**config.mk**
```make
export PLATFORM = sky130hd
export DESIGN_NAME = rect_plotter
export DESIGN_NICKNAME = d
export VERILOG_FILES = /design/src/rtl/rect_plotter.sv
export SDC_FILE = /design/constraint.sdc
export NUM_CORES = 1
export LEC_CHECK = 0
export ABC_AREA = 0
export BUFFER_PORTS_ARGS = -buffer_cell sky130_fd_sc_hd__clkbuf_2
export CAP_MARGIN = 20
export CORE_ASPECT_RATIO = 1.75
export CORE_MARGIN = 1
export CORE_UTILIZATION = 45
export DETAILED_ROUTE_END_ITERATION = 7
export PLACE_DENSITY = 0.68
export SLEW_MARGIN = 40
export SYNTH_ARGS = -nofsm -noshare
export SYNTH_HDL_FRONTEND = slang
export SYNTH_SLANG_ARGS = --single-unit
```
**constraint.sdc**
```tcl
create_clock -name clk -period 5.1 [get_ports clk]
set_input_delay 0 -clock clk [delete_from_list [all_inputs] [get_ports clk]]
set_output_delay 0 -clock clk [all_outputs]
set_load 0.005 [all_outputs]
```
**src/rtl/rect_plotter.sv**
```systemverilog
// rtl/rect_plotter.sv - rasterises one filled, clipped rectangle as single-pixel VGA writes
module rect_plotter #(
  parameter int SCREEN_W = 160,
  parameter int SCREEN_H = 120,
  parameter logic [2:0] ERASE_COLOR = 3'b000
) (
  input  logic       clk,
  input  logic       reset,
  input  logic       go,
  input  logic       erase,
  input  logic [7:0] start_x,
  input  logic [6:0] start_y,
  input  logic [4:0] width,
  input  logic [4:0] height,
  input  logic [2:0] color,
  output logic [7:0] vga_x,
  output logic [6:0] vga_y,
  output logic [2:0] vga_colour,
  output logic       plot,
  output logic       busy,
  output logic       done
);

  typedef enum logic [1:0] {IDLE, DRAW, DONE} state_t;

  localparam logic [8:0] X_LIM = 9'(SCREEN_W);
  localparam logic [7:0] Y_LIM = 8'(SCREEN_H);

  state_t     state;
  logic [7:0] x0;
  logic [6:0] y0;
  logic [4:0] w, h, cx, cy;
  logic [2:0] col;

  logic [4:0] ncx, ncy;
  logic       row_end, last;
  logic [8:0] nx_sum;
  logic [7:0] ny_sum;
  logic [2:0] start_col;

  // Outputs are registered one step ahead: the counters hold the pixel on the
  // bus, and ncx/ncy address the pixel that will be presented next.
  always_comb begin
    row_end   = (cx == w - 5'd1);
    last      = row_end && (cy == h - 5'd1);
    ncx       = row_end ? 5'd0 : cx + 5'd1;
    ncy       = row_end ? cy + 5'd1 : cy;
    nx_sum    = {1'b0, x0} + {4'b0, ncx};
    ny_sum    = {1'b0, y0} + {3'b0, ncy};
    start_col = erase ? ERASE_COLOR : color;
  end

  always_ff @(posedge clk) begin
    if (!reset) begin
      state      <= IDLE;
      x0         <= '0;
      y0         <= '0;
      w          <= '0;
      h          <= '0;
      col        <= '0;
      cx         <= '0;
      cy         <= '0;
      vga_x      <= '0;
      vga_y      <= '0;
      vga_colour <= '0;
      plot       <= 1'b0;
      busy       <= 1'b0;
      done       <= 1'b0;
    end else begin
      case (state)
        IDLE: begin
          plot <= 1'b0;
          busy <= 1'b0;
          done <= 1'b0;
          if (go) begin
            x0         <= start_x;
            y0         <= start_y;
            w          <= width;
            h          <= height;
            col        <= start_col;
            cx         <= '0;
            cy         <= '0;
            vga_x      <= start_x;
            vga_y      <= start_y;
            vga_colour <= start_col;
            busy       <= 1'b1;
            if (width == 5'd0 || height == 5'd0) begin
              state <= DONE;
              done  <= 1'b1;
            end else begin
              state <= DRAW;
              plot  <= ({1'b0, start_x} < X_LIM) && ({1'b0, start_y} < Y_LIM);
            end
          end
        end
        DRAW: begin
          if (last) begin
            state <= DONE;
            plot  <= 1'b0;
            done  <= 1'b1;
            vga_x <= x0;
            vga_y <= y0;
          end else begin
            cx    <= ncx;
            cy    <= ncy;
            vga_x <= nx_sum[7:0];
            vga_y <= ny_sum[6:0];
            // Sums are one bit wider than the bus so off-screen pixels never wrap.
            plot  <= (nx_sum < X_LIM) && (ny_sum < Y_LIM);
          end
        end
        DONE: begin
          state <= IDLE;
          plot  <= 1'b0;
          busy  <= 1'b0;
          done  <= 1'b0;
        end
        default: begin
          state <= IDLE;
          plot  <= 1'b0;
          busy  <= 1'b0;
          done  <= 1'b0;
        end
      endcase
    end
  end

endmodule

```
==> results.md, run 1 <==
* Max Cap Viol at 0
* WS Path Type: flop to flop
* Rel. slew slack at 0.4436
* First-pass GRT wire length at 14.81 mm
* Worst vdd ir at around 0.23 mV
* DRC at 0
* Max-slew violations at 0
* Avg Synthesized Cell Area at 7.983 sq um
* Mapped Cells at 421
* Sw power at about 0.00034 W
* P_int at 0.0009661 W
* Count of final hold-check violations at 0
* Total negative slack at 0 ns
* H-tree Lvls at 3
* Clock tree sinks at 58
* Crit path setup slack, layout at 1.298 ns
* Antenna Nets Post-Route at 0
* GP Congestion at approximately 0.86
* PwrDens at 308.1 nW/um^2
* Initial Utilization at 0.4646
* Final hold slack at 0.2619 ns
* Crit. End Element: flop
* Top Ports at 53
* Net Sw Frac at 0.2607
* Setup WS pre-CTS at 1.342 ns
* Sequential area share after synthesis at 0.3455
* Hold WC Path Type: input port to flop
* Leakage Power at 1.755 nW
* Post-CTS sizing at 0
* CTS tree: yes
* Status: completed
* Die Area at 7831 sq um
* Most used flip-flop cell after synthesis: dfxtp_1
* EDFF count, synth at 0
* CP required at 5.31 ns
* Minimum clock period at 3.802 ns
* Measured slew at the worst slew-check pin at about 0.83 ns
* Port-buffer cells at 52
* Synth Cell Area at 3361 sq um
* FF-to-FF setup slack at 1.30 ns
* Most common cell after layout, fill and taps aside: nand2_1
* Register bit total from synthesis at 58
* Synth-to-Final Area Change at 26.21%
* Clock buffer depth at 2
* Core Footprint at just over 7000 sq um
* Row count at 41
* Vias at 3277
* CTS Root Cell: clkbuf_16
* Die Ht at 116.3 um
* Gate power share at 0.149
* Wire per inst at between 15 and 20 um
* Antenna diode count at 0
* Initial antenna violation count at 0
* Setup violators final at 0
* Async SR Flop Fraction at 0
* Post-CTS setup buffers at 0
* Tcrit/Tclk final at 0.7455
* Vias in the first global route at 3189
* Most frequent cells in the layout: nand2_1, dfxtp_1, clkbuf_2
* Clock transition at path regs at 0.05 ns
* Fraction of layout cells with a size suffix above 1 at 0.1680
* GR Overflow Total at 0
* Tot Pwr at 0.001307 W
* Fin nets at 539
* Chip width at 67.33 um
* Detailed placement HPWL at 6.183 mm
* Drt pass-1 iters at 6
* DRT iter0 DRCs at 218
* Insertion delay to the later sink of the worst-skew pair at approximately 0.34 ns
* Critical Path Fanout Max at 15
* Synth cell types at 50
* Detailed Route WL at 9.169 mm
* Fin Clk Skew at 0.007175 ns
* Synthesized Nets at 471
* Critical Path Source Type: flop
* Arr. time, crit path at about 4 ns
* Synthesis Warnings at 0
* F_max at between 0.2 and 0.3 GHz
* CTS Buf Count at 9
* RSZ-0062 raised after global routing: false
* Total track usage at 0.2569
* Reg power frac at 0.393
* Hold-fix buffers at CTS at 31
* Largest net degree at the start of global routing at 50
* Vias per cell at 5.650
* Clock Power Share at 0.459
[final cells by class]
type / count / area, sq um
fillers: 653 / 2992
multi-input cells: 323 / 2032
flip-flops and latches: 58 / 1161
repair buffers: 87 / 600.6
clock buffers: 15 / 297.8
well taps: 86 / 107.6
inverters: 10 / 37.54
clock inverters: 1 / 5.005
[flip-flops by register name, indices dropped and copies added (netlist names)]
| name | cells |
|---|---|
| vga_x | 8 |
| x0 | 8 |
| vga_y | 7 |
| y0 | 7 |
| cx | 5 |
| cy | 5 |
| h | 5 |
| w | 5 |
| vga_colour | 3 |
| state | 2 |
| busy | 1 |
| done | 1 |
| plot | 1 |
[power by group through the flow]
| stage | logic (W) | registers [W] | clock network (W) |
|---|---|---|---|
| after CTS | 0.000194 | 0.000513 | 0.000606 |
| final | 0.000194 | 0.000513 | 0.000599 |
| after detailed placement | 0.000176 | 0.000522 | 0 |
| after floorplan | 0.000118 | 0.000513 | 0 |
| after global routing | 0.000216 | 0.000517 | 0.000628 |
| after global placement | 0.000169 | 0.000521 | 0 |
[critical path: stages, from the launching register on]
cell and delay (ns):
dfxtp_1 0.38, inv_1 0.06, ha_1 0.23, nor2b_1 0.14, o31a_1 0.31, a211oi_4 0.64
nand4_1 0.20, xnor2_1 0.23, ha_1 0.30, or2_2 0.30, o211a_1 0.12, o21ai_0 0.24
xor2_1 0.11, nor4_1 0.31, o31ai_1 0.11
[cell usage after synthesis (7+ instances only)]
master / n / area, sq um
nor2_1: 17 / 63.81
inv_1: 10 / 37.54
nand3_1: 18 / 90.09
a21oi_1: 46 / 230.2
o221ai_1: 13 / 113.9
dfxtp_1: 58 / 1161
ha_1: 16 / 200.2
xnor2_1: 17 / 148.9
clkbuf_1: 20 / 75.07
xor2_1: 12 / 105.1
nand2_1: 84 / 315.3
nand4_1: 7 / 43.79
a31oi_1: 12 / 75.07
o21ai_0: 17 / 85.08
[path summary, 6_finish.rpt]
| path | start | end | cells after the start |
|---|---|---|---|
| worst min-delay path | go | vga_x[7]$_SDFFE_PN0P_ | 4 |
| worst min register to register | vga_colour[2]$_SDFFE_PN0P_ | vga_colour[2]$_SDFFE_PN0P_ | 2 |
| worst max-delay path | w[0]$_SDFFE_PN0P_ | plot$_SDFF_PN0_ | 14 |
| worst max register to register | w[0]$_SDFFE_PN0P_ | plot$_SDFF_PN0_ | 14 |
[through the flow]
step / area, sq um / utilization / instances
after floorplan: 3361 / - / 421
after global placement: 3618 / 0.5003 / 533
after detailed placement: 3628 / 0.5016 / 533
after CTS: 4242 / 0.5864 / 580
after global routing: 4242 / 0.5864 / 580
final: 4242 / 0.5864 / 580
[per-layer routing]
layer / share of wire / GRT usage / vias up
met5: 0 / 0 / -
met1: 0.41 / 0.2821 / 1525
met3: 0.044 / 0.06152 / 17
li1: - / - / 1635
met4: 0.025 / 0.1504 / 0
met2: 0.52 / 0.4373 / 100
[logic make-up (layout without fill, tap and decap cells)]
logic type	Yosys count	count (layout)	share of synthesized area
flip-flops	58	58	0.3455
XOR/XNOR	30	30	0.08228
multiplexers	4	4	0.01303
AND/OR/NAND/NOR	159	159	0.2241
AO/OA/AOI/OAI	112	112	0.2092
buffers and inverters	40	113	0.05435
adder cells (fa/ha/maj)	18	18	0.07148
Note: power is estimated with default switching activity, not from simulation.
==> run 2, diff against run 1 <==
==> constraint.sdc (replaced) <==
create_clock -name clk -period 3.5 [get_ports clk]
set_input_delay 0 -clock clk [delete_from_list [all_inputs] [get_ports clk]]
set_output_delay 0 -clock clk [all_outputs]
set_load 0.005 [all_outputs]
==> results.md, run 2 (synthesis results as in run 1) <==
* Most common cell after layout, fill and taps aside: nand2_1
* Die Ht at 116.3 um (unchanged)
* Drt pass-1 iters at 5 (-1)
* CTS Buf Count at 9 (unchanged)
* Most frequent cells in the layout: nand2_1, dfxtp_1, clkbuf_2
* Port-buffer cells at 52 (unchanged)
* Initial antenna violation count at 0 (unchanged)
* F_max at 0.3008 GHz (+14%)
* Fin area at 4293 sq um (+1.2%)
* Measured slew at the worst slew-check pin at 0.7989 ns (-0.03261 ns)
* RSZ-0062 raised after global routing: true
* Filler instances at 681 (+4.3%)
* Minimum clock period at 3.325 ns (-0.4772 ns)
* H-tree Lvls at 3 (unchanged)
* Slowest cell delay on critical path at 0.44 ns (-0.20 ns)
* Rel. slew slack at 0.4655 (+0.02182)
* Detailed placement HPWL at 6.391 mm (+3.4%)
* CTS Root Cell: clkbuf_16
* Worst vdd ir at 0.3288 mV (+41%)
* Met3 usage at 0.05273 (-0.008789)
* GR Overflow Total at 0 (unchanged)
* Wire per inst at 16.12 um (+2.0%)
* Total track usage at 0.2659 (+0.008955)
* Max-slew violations at 0 (unchanged)
* Clock transition at path regs at 0.05 ns (about the same)
* Worst path slowest cell: fa_1
* Critical Path Fanout Max at 6 (-9)
* DRC at 0 (unchanged)
* First-pass GRT wire length at 15.45 mm (+4.3%)
* Clock buffer depth at 2 (unchanged)
* DRT iter0 DRCs at 167 (-23%)
* Arr. time, crit path at 3.58 ns (-0.43 ns)
* Final hold slack at 0.2656 ns (+0.003642 ns)
* Row count at 41 (unchanged)
* Status: completed
* GP Congestion at 0.8795 (+2.3%)
* Fin Clk Skew at 0.006012 ns (-0.001164 ns)
* Largest registers: vga_x (8), x0 (8)
* Core Footprint at 7233 sq um (unchanged)
* Clock tree sinks at 58 (unchanged)
* Antenna diode count at 0 (unchanged)
* Detailed Route WL at 9.447 mm (+3.0%)
* Setup violators final at 0 (unchanged)
* Fin nets at 546 (+1.3%)
* GRT busiest layer: met2
* Placed instance area at 3656 sq um (+0.76%)
* Setup WS pre-CTS at 0.02945 ns (-1.313 ns)
* Die Area at 7831 sq um (unchanged)
* Cell Chain, Critical Path: inv_1 > ha_1 > nor2b_1 > o31a_1 > a211oi_2 > buf_2 > buf_4 > nor2b_1 > fa_1 > nand2_1 > a21oi_1 > mux2_2 > a221o_1 > o31ai_1
* Chip width at 67.33 um (unchanged)
* Initial Utilization at 0.4646 (unchanged)
* FF-to-FF setup slack at 0.18 ns (-1.12 ns)
* Leakage Power at 1.794 nW (+2.2%)
* Crit. End Element: flop
* Insertion delay to the later sink of the worst-skew pair at 0.34 ns (about the same)
* Tcrit/Tclk final at 0.9500 (+0.2045)
* Hold WC Path Type: input port to flop
* CTS tree: yes
* Tot Pwr at 0.001881 W (+44%)
* Top Ports at 53 (unchanged)
* PwrDens at 438.1 nW/um^2 (+42%)
* Largest net degree at the start of global routing at 34 (-32%)
* M1 GR Usage at 0.3008 (+0.01877)
* Crit path setup slack, layout at 0.1750 ns (-1.123 ns)
* Vias at 3298 (+0.64%)
* Count of final hold-check violations at 0 (unchanged)
* WS Path Type: flop to flop
* Vias in the first global route at 3328 (+4.4%)
* Max Cap Viol at 0 (unchanged)
* Crit path top cell by count: nor2b_1
* Met2 Track Usage GR at 0.4593 (+0.02200)
* Synth-to-Final Area Change at 27.74%
* Antenna Nets Post-Route at 0 (unchanged)
* Vias per cell at 5.628 (-0.39%)
* Critical Path Source Type: flop
* Fraction of layout cells with a size suffix above 1 at 0.1920 (+0.02398)
* CP required at 3.75 ns (-1.56 ns)
[run 2: final timing paths]
path / cells past startpoint / endpoint / start
worst max register to register: 14 / plot$_SDFF_PN0_ / w[0]$_SDFFE_PN0P_
worst min register to register: 2 / vga_colour[1]$_SDFFE_PN0P_ / vga_colour[1]$_SDFFE_PN0P_
worst max-delay path: 14 / plot$_SDFF_PN0_ / w[0]$_SDFFE_PN0P_
worst min-delay path: 4 / vga_x[7]$_SDFFE_PN0P_ / go
[run 2: stage by stage]
stage               utilization  cells  setup TNS [ns]
floorplan                     -    421               0
global placement         0.5054    538               0
detailed placement       0.5054    538               0
CTS                      0.5885    584               0
global route             0.5935    586        -0.01620
finish                   0.5935    586               0
[run 2: repair_timing]
item / CTS / global route
setup endpoints to repair: 0 / 3
resized for setup: 0 / 8
endpoints found under the hold margin: 28 / 0
setup buffers: 0 / 1
hold buffers: 31 / 0
[run 2: worst max-delay path: cells and delay by family (launching register included)]
kind / cells / cell delay, ns
mux: 1 / 0.29
simple gates: 3 / 0.32
compound gates: 5 / 1.18
flops: 1 / 0.35
fa+ha+maj: 2 / 0.66
buf+inv: 3 / 0.43
[run 2: final cells by class]
| cell class | instances | area, sq um | area share |
|---|---|---|---|
| multi-input cells | 323 | 2041 | 0.4754 |
| flip-flops and latches | 58 | 1162 | 0.2708 |
| repair buffers | 94 | 654.4 | 0.1524 |
| clock buffers | 13 | 280.3 | 0.06529 |
| well taps | 86 | 107.6 | 0.02507 |
| inverters | 10 | 37.54 | 0.008744 |
| clock inverters | 2 | 10.01 | 0.002332 |
[run 2: per-layer routing]
layer	up-vias	wire (um)
met4	0	153
met2	71	5093
met5	-	0
met3	12	329
met1	1570	3871
li1	1645	-
[run 2: where the power goes]
group / total, W / internal, W / switching (W)
sequential: 0.000748 / 0.000705 / 0.0000430
clock: 0.000846 / 0.000548 / 0.000298
combinational: 0.000286 / 0.000133 / 0.000153
